`src/rtl/normaliza_resultado.sv`:
```
// normaliza_resultado: post-ALU normalise-and-pack stage of the FP adder/subtractor.
// Defining ARREDONDA_EN builds the round-half-to-even ROUND state; otherwise the guard bit is truncated.
module normaliza_resultado #(
    parameter int EXP_W  = 5,
    parameter int MANT_W = 11
) (
    input  logic                    clk,
    input  logic                    rst_n,
    input  logic                    in_valid,
    output logic                    in_ready,
    input  logic                    sinal_in,
    input  logic [EXP_W-1:0]        expoente_in,
    input  logic [MANT_W:0]         mantissa_in,
    output logic                    out_valid,
    input  logic                    out_ready,
    output logic [EXP_W+MANT_W-1:0] resultado,
    output logic                    flag_zero,
    output logic                    flag_overflow,
    output logic                    flag_underflow
);

    localparam int               FRAC_W  = MANT_W - 1;
    localparam logic [EXP_W:0]   EMAX    = {1'b0, {EXP_W{1'b1}}};
    localparam logic [EXP_W:0]   EXP_ONE = {{EXP_W{1'b0}}, 1'b1};
    localparam logic [EXP_W-1:0] EMAX_F  = {EXP_W{1'b1}};

    typedef enum logic [2:0] {
        IDLE,
        CHECK,
        SHIFT_L,
`ifdef ARREDONDA_EN
        ROUND,
`endif
        PACK,
        DONE
    } state_t;

    state_t                    state_q;
    logic                      sign_q;
    logic [EXP_W:0]            exp_q;
    logic [MANT_W:0]           mant_q;
    logic [EXP_W+MANT_W-1:0]   res_q;
    logic                      pend_zero_q;
    logic                      pend_ovf_q;
    logic                      pend_unf_q;
    logic [EXP_W+MANT_W-1:0]   resultado_q;
    logic                      zero_q;
    logic                      ovf_q;
    logic                      unf_q;
    logic                      out_valid_q;
`ifdef ARREDONDA_EN
    logic                      guard_q;
    logic [FRAC_W-1:0]         frac_rnd;
    logic                      rnd_carry;
`endif

    logic [EXP_W:0]            exp_inc;
    logic [EXP_W:0]            exp_dec;
    logic [MANT_W:0]           mant_shr;
    logic [MANT_W:0]           mant_shl;

    function automatic logic [EXP_W+MANT_W-1:0] pack(input logic s,
                                                     input logic [EXP_W-1:0] e,
                                                     input logic [FRAC_W-1:0] f);
        return {s, e, f};
    endfunction

    // Exponent is kept one bit wider so EMAX and 1 can be detected without wrap.
    always_comb begin
        exp_inc  = exp_q + EXP_ONE;
        exp_dec  = exp_q - EXP_ONE;
        mant_shr = mant_q >> 1;
        mant_shl = mant_q << 1;
`ifdef ARREDONDA_EN
        frac_rnd  = mant_q[FRAC_W-1:0] + {{(FRAC_W-1){1'b0}}, 1'b1};
        rnd_carry = &mant_q[FRAC_W:0];
`endif
    end

    // Intermediate result lands in res_q/pend_*; PACK moves it to the output registers.
    always_ff @(posedge clk or negedge rst_n) begin
        if (!rst_n) begin
            state_q     <= IDLE;
            sign_q      <= 1'b0;
            exp_q       <= '0;
            mant_q      <= '0;
            res_q       <= '0;
            pend_zero_q <= 1'b0;
            pend_ovf_q  <= 1'b0;
            pend_unf_q  <= 1'b0;
            resultado_q <= '0;
            zero_q      <= 1'b0;
            ovf_q       <= 1'b0;
            unf_q       <= 1'b0;
            out_valid_q <= 1'b0;
`ifdef ARREDONDA_EN
            guard_q     <= 1'b0;
`endif
        end else begin
            case (state_q)
                IDLE: begin
                    if (in_valid) begin
                        sign_q      <= sinal_in;
                        exp_q       <= (expoente_in == '0) ? EXP_ONE : {1'b0, expoente_in};
                        mant_q      <= mantissa_in;
                        pend_zero_q <= 1'b0;
                        pend_ovf_q  <= 1'b0;
                        pend_unf_q  <= 1'b0;
                        zero_q      <= 1'b0;
                        ovf_q       <= 1'b0;
                        unf_q       <= 1'b0;
`ifdef ARREDONDA_EN
                        guard_q     <= 1'b0;
`endif
                        state_q     <= CHECK;
                    end
                end
                CHECK: begin
                    if (exp_q == EMAX) begin
                        res_q      <= pack(sign_q, EMAX_F, {FRAC_W{1'b0}});
                        pend_ovf_q <= 1'b1;
                        state_q    <= PACK;
                    end else if (mant_q == '0) begin
                        res_q       <= '0;
                        pend_zero_q <= 1'b1;
                        state_q     <= PACK;
                    end else if (mant_q[MANT_W]) begin
                        mant_q <= mant_shr;
                        exp_q  <= exp_inc;
                        if (exp_inc == EMAX) begin
                            res_q      <= pack(sign_q, EMAX_F, {FRAC_W{1'b0}});
                            pend_ovf_q <= 1'b1;
                            state_q    <= PACK;
                        end else begin
`ifdef ARREDONDA_EN
                            guard_q <= mant_q[0];
                            state_q <= ROUND;
`else
                            res_q   <= pack(sign_q, exp_inc[EXP_W-1:0], mant_shr[FRAC_W-1:0]);
                            state_q <= PACK;
`endif
                        end
                    end else if (mant_q[MANT_W-1]) begin
                        res_q   <= pack(sign_q, exp_q[EXP_W-1:0], mant_q[FRAC_W-1:0]);
                        state_q <= PACK;
                    end else if (exp_q == EXP_ONE) begin
                        res_q      <= pack(sign_q, {EXP_W{1'b0}}, mant_q[FRAC_W-1:0]);
                        pend_unf_q <= 1'b1;
                        state_q    <= PACK;
                    end else begin
                        state_q <= SHIFT_L;
                    end
                end
                SHIFT_L: begin
                    mant_q <= mant_shl;
                    exp_q  <= exp_dec;
                    if (mant_shl[MANT_W-1]) begin
                        res_q   <= pack(sign_q, exp_dec[EXP_W-1:0], mant_shl[FRAC_W-1:0]);
                        state_q <= PACK;
                    end else if (exp_dec == EXP_ONE) begin
                        res_q      <= pack(sign_q, {EXP_W{1'b0}}, mant_shl[FRAC_W-1:0]);
                        pend_unf_q <= 1'b1;
                        state_q    <= PACK;
                    end
                end
`ifdef ARREDONDA_EN
                // A tie rounds up only when the kept LSB is odd; a full carry renormalises.
                ROUND: begin
                    if (guard_q && mant_q[0]) begin
                        if (rnd_carry) begin
                            if (exp_inc == EMAX) begin
                                res_q      <= pack(sign_q, EMAX_F, {FRAC_W{1'b0}});
                                pend_ovf_q <= 1'b1;
                            end else begin
                                res_q <= pack(sign_q, exp_inc[EXP_W-1:0], {FRAC_W{1'b0}});
                            end
                        end else begin
                            res_q <= pack(sign_q, exp_q[EXP_W-1:0], frac_rnd);
                        end
                    end else begin
                        res_q <= pack(sign_q, exp_q[EXP_W-1:0], mant_q[FRAC_W-1:0]);
                    end
                    state_q <= PACK;
                end
`endif
                PACK: begin
                    resultado_q <= res_q;
                    zero_q      <= pend_zero_q;
                    ovf_q       <= pend_ovf_q;
                    unf_q       <= pend_unf_q;
                    out_valid_q <= 1'b1;
                    state_q     <= DONE;
                end
                DONE: begin
                    if (out_ready) begin
                        out_valid_q <= 1'b0;
                        state_q     <= IDLE;
                    end
                end
                default: state_q <= IDLE;
            endcase
        end
    end

    assign in_ready       = (state_q == IDLE);
    assign out_valid      = out_valid_q;
    assign resultado      = resultado_q;
    assign flag_zero      = zero_q;
    assign flag_overflow  = ovf_q;
    assign flag_underflow = unf_q;

endmodule
```
`config.mk`:
```
export PLATFORM = sky130hd
export DESIGN_NAME = normaliza_resultado
export DESIGN_NICKNAME = d
export VERILOG_FILES = /design/src/rtl/normaliza_resultado.sv
export SDC_FILE = /design/constraint.sdc
export NUM_CORES = 1
export LEC_CHECK = 0
export BUFFER_PORTS_ARGS = -buffer_cell sky130_fd_sc_hd__buf_2
export CORE_ASPECT_RATIO = 0.5
export CORE_MARGIN = 2
export CORE_UTILIZATION = 45
export CTS_CLUSTER_DIAMETER = 150
export CTS_CLUSTER_SIZE = 8
export DETAILED_ROUTE_END_ITERATION = 16
export SLEW_MARGIN = 30
export SYNTH_ARGS = -nofsm -noshare
export SYNTH_HDL_FRONTEND = slang
export SYNTH_SLANG_ARGS = --single-unit
```
`constraint.sdc`:
```
create_clock -name clk -period 2.85 [get_ports clk]
set_input_delay 0.4275 -clock clk [delete_from_list [all_inputs] [get_ports clk]]
set_output_delay 0.4275 -clock clk [all_outputs]
set_load 0.05 [all_outputs]
```
==> results of run 1 <==
cell usage after synthesis, types with 8 or more instances:
cell type,count,area (um^2)
buf_2,8,40.0
mux2_2,14,158
a22oi_1,14,105
nand3_1,8,40.0
a222oi_1,9,90.1
a21oi_1,15,75.1
o21ai_0,18,90.1
mux2i_1,10,100
inv_1,15,56.3
nand2_1,33,124
a31oi_1,11,68.8
nor2_1,24,90.1
clkbuf_1,9,33.8
dfrtp_1,61,1530
kinds of logic after synthesis:
| family | Yosys count | synth area share |
|---|---|---|
| adders and majority gates | 4 | 0.0149 |
| AOI/OAI and AO/OA | 96 | 0.208 |
| buffers and inverters | 38 | 0.0615 |
| DFF | 61 | 0.455 |
| and+or+nand+nor | 99 | 0.162 |
| muxes | 25 | 0.0813 |
| xor gates and xnor gates | 6 | 0.0179 |
metal layers:
layer  routed length (um)  track usage  vias to the layer above
li1                     -            -                     1289
met1                 4040        0.289                     1334
met2                 3510        0.317                       81
met3                  372       0.0619                       18
met4                  124       0.0577                        0
met5                    0            0                        -
state kept, by name, indices dropped and copies added (netlist names):
signal	count
flag_underflow	1
state_q	3
out_valid	1
pend_zero_q	1
pend_ovf_q	1
pend_unf_q	1
resultado	16
sign_q	1
mant_q	12
res_q	16
exp_q	6
flag_overflow	1
flag_zero	1
worst paths after layout:
kind,start,endpoint,slack (ps),cells past startpoint
worst max-delay path,exp_q[0],res_q[15],190,7
worst min-delay path,sinal_in,sign_q,340,2
worst max register to register,exp_q[0],res_q[15],190,7
worst min register to register,resultado[5],resultado[5],470,2
max in group asynchronous,rst_n,res_q[13],1410,3
min in group asynchronous,rst_n,mant_q[7],520,2
final cells by class:
cell class                 count  area, um^2  area share
clock buffer                  14         264      0.0676
clock inverter                 1        30.0     0.00769
inverter                      16        60.1      0.0154
multi-input combinational    230        1620       0.416
sequential                    61        1530       0.391
tap                           96         120      0.0308
timing repair buffer          51         280      0.0718
stage by stage:
stage          instances  hold WS, ps  setup slack (ps)
2_1_floorplan        329          132               194
3_3_place_gp         453          324               342
3_5_place_dp         453          331               236
4_1_cts              469          340               223
5_1_grt              469          339              47.0
6_report             469          341               193
placed cells by master, fill, tap and decap left out, types with 2 or more instances in the layout:
| cell | count |
|---|---|
| o21ai_0 | 18 |
| a222oi_1 | 9 |
| o211ai_1 | 3 |
| buf_2 | 42 |
| ha_1 | 4 |
| a22oi_1 | 14 |
| a211oi_1 | 2 |
| a22o_1 | 2 |
| nor2b_1 | 2 |
| nor2_1 | 24 |
| buf_4 | 8 |
| and3_1 | 2 |
| nand3_1 | 8 |
| a21oi_1 | 15 |
| a221oi_1 | 2 |
| nand2b_1 | 4 |
| inv_1 | 15 |
| nand3b_1 | 3 |
| clkbuf_8 | 2 |
| nor3_1 | 2 |
| mux2i_1 | 10 |
| xnor2_1 | 2 |
| clkbuf_16 | 9 |
| nor2_2 | 2 |
| nand2_1 | 33 |
| xor2_1 | 3 |
| nor4_1 | 3 |
| o22ai_1 | 6 |
| mux2_2 | 14 |
| clkbuf_1 | 3 |
| a31oi_1 | 11 |
| dfrtp_1 | 61 |
what timing repair did:
action | CTS | global route
hold buffers | 1 | 0
endpoints found under the hold margin | 12 | 0
setup endpoints to repair | 0 | 0
==> metrics.md, run 1 <==
| Metric | Value |
|---|---|
| Die area | 8200 um^2 |
| Yosys warning count | 0 |
| First-pass iteration count of the detailed router | 5 |
| Worst setup SP type | flop |
| Post-Syn Instances | 329 |
| Fillers | 654 |
| DR vias/cell | 5.80 |
| First-pass GRT wire length | 13300 um |
| CP cell instances | inv_1 -> ha_1 -> xor2_1 -> nor4b_1 -> a21o_1 -> o221ai_4 -> mux2_2 |
| Maximum root-to-sink buffer count | 2 |
| Period minus WS final | 2660 ps |
| Post-synthesis cell type count | 65 |
| Core area | slightly above 7000 um^2 |
| CP max-delay cell | o221ai_4 |
| Overall routing resource usage | 0.208 |
| Max-cap violations | 0 |
| Worst min path class | primary input to flop |
| Area growth syn-to-layout | 16.3% |
| GRT Residual Overflow | 0 |
| Port buffer count | 42 |
| Pin count of the biggest net entering global routing | 50 |
| Slew margin rel. | 0.521 |
| Detail Route Antenna Nets | 0 |
| Final instance area | 3900 um^2 |
| Die Span Y | around 65 um |
| Cell area after synthesis | 3350 um^2 |
| Fmax | 376 MHz |
| Critical path type | flop to flop |
| Worst-path clk slew | 60 ps |
| Vias in the first global route | 2586 |
| Sink Count | 61 |
| CTS Root Cell | clkbuf_16 |
| CTS tree | done |
| CP delay by family, top | compound AO/OA/AOI/OAI gates |
| Final Net Count | 395 |
| Clock skew | 9.19 ps |
| Crit path capture type | flop |
| Drt wl/cell | 17.1 um |
| Final setup fails | 0 |
| Layout cells sized above 1 | 0.257 |
| Ys flop type | dfrtp_1 |
| FF+latch count, synth | 61 |
| Measured slew at the worst slew-check pin | 717 ps |
| Crit share post-route | 0.932 |
| Post-DP HPWL | between 5000 and 6000 um |
| Initial DRC Count | 265 |
| RSZ-0062 raised after global routing | false |
| Outcome | completed |
| Max incr delay on CP | 570 ps |
| EDFF count, synth | 0 |
| Clock Latency Late Sink | roughly 330 ps |
| Final setup TNS | 0 ps |
| Global placement routability congestion | 0.951 |
| Slew Viols, Final | 0 |
| Buf/Inv on CP | 1 |
| Mapped Nets | 355 |
| Initial antenna violation count | 0 |
| WL final | ~8000 um |
| Seq/Total Area, Yosys | 0.455 |
| Initial Util | 0.462 |
| I/O Pins | 43 |
| Critical path arrival | 2860 ps |
| Crit-path max FO | 16 |
| Inserted Diodes | 0 |
| Routed vias | roughly 2700 |
| Synth async-reset ratio | 1.00 |
| Syn Area/Cell | around 10 um^2 |
| Placed inst area | 3600 um^2 |
| Hold Violations, Final | 0 |
| Die width | roughly 130 um |
| Worst Path Required | 3050 ps |
| # DRC | 0 |
| Num rows | 22 |
| Total CTS buffers | 9 |
| H-tree depth | 3 |
| Post-CTS setup repair buffer count | 0 |
| Final core utilization | 0.537 |
| CTS resizes | 0 |
Power of run 1 is not shown: default switching activity piles up to over one toggle a cycle in this logic, so the estimate is an artifact.
==> run 2, diff against run 1 <==
--- a/config.mk
+++ b/config.mk
@@ -12,6 +12,7 @@
 export CTS_CLUSTER_DIAMETER = 150
 export CTS_CLUSTER_SIZE = 8
 export DETAILED_ROUTE_END_ITERATION = 16
+export SKIP_LAST_GASP = 1
 export SLEW_MARGIN = 30
 export SYNTH_ARGS = -nofsm -noshare
 export SYNTH_HDL_FRONTEND = slang
==> constraint.sdc (replaced) <==
create_clock -name clk -period 3 [get_ports clk]
set_input_delay 0.45 -clock clk [delete_from_list [all_inputs] [get_ports clk]]
set_output_delay 0.45 -clock clk [all_outputs]
set_load 0.05 [all_outputs]
==> metrics.md, run 2 (synthesis gave the netlist of run 1 again) <==
| Metric | Value |
|---|---|
| Crit share post-route | 0.840 |
| Clock Latency Late Sink | 330 ps |
| Area growth syn-to-layout | 17.4% |
| Initial antenna violation count | 0 |
| Total CTS buffers | 9 |
| Pin count of the biggest net entering global routing | 62 |
| Overall routing resource usage | 0.218 |
| Maximum root-to-sink buffer count | 2 |
| Sequential cell area | roughly 1500 um^2 |
| First-pass GRT wire length | between 10000 and 15000 um |
| Reg2reg start | exp_q[0] |
| Most frequent cells in the layout | 61 x dfrtp_1, 42 x buf_2, 33 x nand2_1 |
| Core area | just over 7000 um^2 |
| Vias in the first global route | around 2600 |
| H-tree depth | 3 |
| Measured slew at the worst slew-check pin | 653 ps |
| Worst Path Required | 3210 ps |
| Die width | roughly 130 um |
| Layout cells sized above 1 | 0.267 |
| Fmax | roughly 400 MHz |
| CTS Root Cell | clkbuf_16 |
| Post-DP HPWL | between 5000 and 6000 um |
| Final setup TNS | 0 ps |
| Met1 layer wirelength in the final routing | 4030 um |
| Hold Violations, Final | 0 |
| Hold WS | approximately 120 ps |
| Slew margin rel. | 0.565 |
| Worst setup SP type | flop |
| Port buffer count | 42 |
| Area of the multi-input gates | approximately 1600 um^2 |
| RSZ-0062 raised after global routing | false |
| CTS tree | done |
| Inserted Diodes | 0 |
| Met2 wire length | about 3500 um |
| Num rows | 22 |
| WL final | 8110 um |
| Initial Util | 0.462 |
| Post-CTS setup repair buffer count | 0 |
| CTS resizes | 0 |
| Setup crit start | exp_q[0] |
| Routed vias | ~2700 |
| Highest routing layer actually used | met4 |
| Final Net Count | 396 |
| GRT Residual Overflow | 0 |
| Final setup fails | 0 |
| Worst-path clk slew | 50 ps |
| Clock skew | slightly below 8 ps |
| DR WL met3 | 460 um |
| Sink Count | between 60 and 70 |
| Die area | 8200 um^2 |
| Detail Route Antenna Nets | 0 |
| Max-cap violations | 0 |
| Hold buffers post-CTS | 0 |
| Critical path arrival | 2740 ps |
| Fillers | approximately 660 |
| Critical path type | flop to flop |
| First-pass iteration count of the detailed router | 5 |
| Final core utilization | 0.542 |
| # DRC | 0 |
| Slew Viols, Final | 0 |
| Die Span Y | ~65 um |
| FF-to-FF path depth | 8 |
| Initial DRC Count | 374 |
| Drt wl/cell | ~17 um |
| Global placement routability congestion | 0.933 |
| Commonest non-fill, non-tap cell in the layout | dfrtp_1 |
| I/O Pins | 43 |
| Crit-path max FO | 10 |
| Worst min path class | primary input to async pin |
| Crit path capture type | flop |
| DR vias/cell | 5.75 |
| Outcome | completed |
| Period minus WS final | 2520 ps |
[run 2: cell count changes in the layout (fill, tap and decap cells not counted)]
cell,before,now
buf_12,0,1
buf_4,8,9
clkbuf_1,3,2
clkbuf_8,2,3
dlygate4sd3_1,1,0
inv_6,0,1
[run 2: final timing paths]
check | endpoint | slack (ps)
setup / recovery | res_q[0] | 480
hold / removal | resultado[7] | 120
setup reg to reg | res_q[0] | 480
hold reg to reg | resultado[9] | 470
max in group asynchronous | resultado[1] | 2620
min in group clk | sign_q | 350
[run 2: metrics by stage]
stage	setup WS, ps	cell area [um^2]	cells
finish	479	3940	471
global route	312	3940	471
CTS	471	3940	471
detailed placement	467	3630	455
global placement	543	3630	455
floorplan	344	3350	329
[run 2: per-layer routing]
layer | vias to the layer above | GRT usage
met5 | - | 0
met4 | 0 | 0.0810
met3 | 15 | 0.0751
met2 | 81 | 0.306
met1 | 1308 | 0.309
li1 | 1302 | -
[run 2: worst max-delay path, stage by stage (launching register included)]
cell      delay [ps]
dfrtp_1          500
inv_1            180
ha_1             290
xor2_1           170
nor4b_1          290
a21o_1           230
o221ai_4         190
buf_4            250
mux2_4           300
[run 2: area by class of cell]
cell class / count / share of cell area
clock buffer: 14 / 0.0696
clock inverter: 2 / 0.00985
timing repair buffer: 52 / 0.0756
multi-input combinational: 230 / 0.412
inverter: 16 / 0.0152
tap: 96 / 0.0305
sequential: 61 / 0.388
Power of run 2 is left out for the same reason.
==> run 3, diff against run 2 <==
==> constraint.sdc (replaced) <==
create_clock -name clk -period 2.6 [get_ports clk]
set_input_delay 0.39 -clock clk [delete_from_list [all_inputs] [get_ports clk]]
set_output_delay 0.39 -clock clk [all_outputs]
set_load 0.05 [all_outputs]
==> metrics.md, run 3 (synthesis gave the netlist of run 1 again) <==
| Metric | Value |
|---|---|
| Initial Util | 0.462 |
| GRT Residual Overflow | 0 |
| Maximum root-to-sink buffer count | 2 |
| CP cell instances | ha_1 -> xor2_1 -> and4b_1 -> a2111oi_4 -> a222oi_1 -> mux2i_1 |
| Non-Filler Instances | between 400 and 500 |
| Drt wl/cell | 16.5 um |
| Overall routing resource usage | 0.205 |
| Post-DP HPWL | 5610 um |
| CP max-delay cell | a2111oi_4 |
| Die area | 8200 um^2 |
| Initial DRC Count | 302 |
| Worst-path clk slew | 50 ps |
| Hold WS | 104 ps |
| Clock Latency Late Sink | ~330 ps |
| Clock skew | 7.10 ps |
| Detail Route Antenna Nets | 0 |
| Crit path capture type | flop |
| Num rows | 22 |
| Final setup fails | 0 |
| # DRC | 0 |
| Period minus WS final | 2370 ps |
| First-pass GRT wire length | about 13000 um |
| Core area | 7270 um^2 |
| RSZ-0062 raised after global routing | false |
| Critical path type | flop to flop |
| Max incr delay on CP | 650 ps |
| CTS resizes | 0 |
| Fmax | 422 MHz |
| Fillers | 673 |
| WL final | 7770 um |
| Outcome | completed |
| Slew margin rel. | 0.547 |
| I/O Pins | 43 |
| Worst min path class | primary input to async pin |
| CTS Root Cell | clkbuf_16 |
| Vias in the first global route | 2574 |
| Commonest non-fill, non-tap cell in the layout | dfrtp_1 |
| Hold buffers post-CTS | 0 |
| Hold Violations, Final | 0 |
| Post-CTS setup repair buffer count | 0 |
| Cells after DPL | ~460 |
| Sink Count | 61 |
| Total CTS buffers | 9 |
| Worst Path Required | 2840 ps |
| Crit share post-route | 0.911 |
| H-tree depth | 3 |
| Layout cells sized above 1 | 0.270 |
| Critical path arrival | 2610 ps |
| Final Net Count | 397 |
| Most frequent cells in the layout | 60 x dfrtp_1, 42 x buf_2, 33 x nand2_1 |
| Crit-path max FO | 10 |
| First-pass iteration count of the detailed router | 6 |
| Global placement routability congestion | 0.924 |
| Slew Viols, Final | 0 |
| Initial antenna violation count | 0 |
| Worst setup SP type | flop |
| Pin count of the biggest net entering global routing | 35 |
| Inserted Diodes | 0 |
| Final setup TNS | 0 ps |
| Die width | 126 um |
| Area growth syn-to-layout | 16.9% |
| Measured slew at the worst slew-check pin | 679 ps |
| CTS tree | done |
| Port buffer count | 42 |
| DR vias/cell | 5.71 |
| Die Span Y | about 65 um |
| Routed vias | ~2700 |
| Max-cap violations | 0 |
-- run 3: changes by cell type in the layout (fill, tap and decap cells not counted) --
| cell | previous run | this run |
|---|---|---|
| dfrtp_2 | 0 | 1 |
| clkbuf_8 | 3 | 1 |
| inv_6 | 1 | 0 |
| dfrtp_1 | 61 | 60 |
| clkinv_2 | 0 | 1 |
| nor3_2 | 1 | 2 |
| nor3_1 | 2 | 1 |
| buf_4 | 9 | 10 |
-- run 3: layout make-up --
class                           count  area, um^2  area share
Clock buffer                       12         246      0.0629
Clock inverter                      2        35.0     0.00893
Inverter                           16        60.1      0.0153
Multi-Input combinational cell    230        1630       0.415
Sequential cell                    61        1530       0.390
Tap cell                           96         120      0.0306
Timing Repair Buffer               53         305      0.0779
-- run 3: path summary, 6_finish.rpt --
path / startpoint / to / slack [ps] / cells after the start
hold / removal: rst_n / resultado[9] / 100 / 1
setup reg to reg: exp_q[1] / res_q[4] / 230 / 6
min in group clk: sinal_in / sign_q / 300 / 2
hold reg to reg: resultado[9] / resultado[9] / 470 / 2
setup / recovery: exp_q[1] / res_q[4] / 230 / 6
max in group asynchronous: rst_n / resultado[13] / 1840 / 2
-- run 3: through the flow --
| stage | instance area (um^2) | utilization | worst slack (ps) |
|---|---|---|---|
| CTS | 3920 | 0.539 | 207 |
| finish | 3920 | 0.540 | 232 |
| floorplan | 3360 | - | 351 |
| global route | 3920 | 0.540 | 6.78 |
| detailed placement | 3640 | 0.501 | 215 |
| global placement | 3640 | 0.501 | 327 |
-- run 3: critical path: cells and delay by family (launching register included) --
family / cells / cell delay (ps)
XOR/XNOR: 1 / 160
AND/OR/NAND/NOR: 1 / 270
multiplexers: 1 / 190
flip-flops: 1 / 480
adder cells (fa/ha/maj): 1 / 320
AO/OA/AOI/OAI: 2 / 860
-- run 3: metal layers --
layer,global-route usage,vias to the layer above,share of wire
met5,0,-,0
met4,0.0673,0,0.011
met3,0.0570,8,0.053
met2,0.310,74,0.45
met1,0.285,1303,0.49
li1,-,1300,-
Power of run 3 is left out for the same reason.
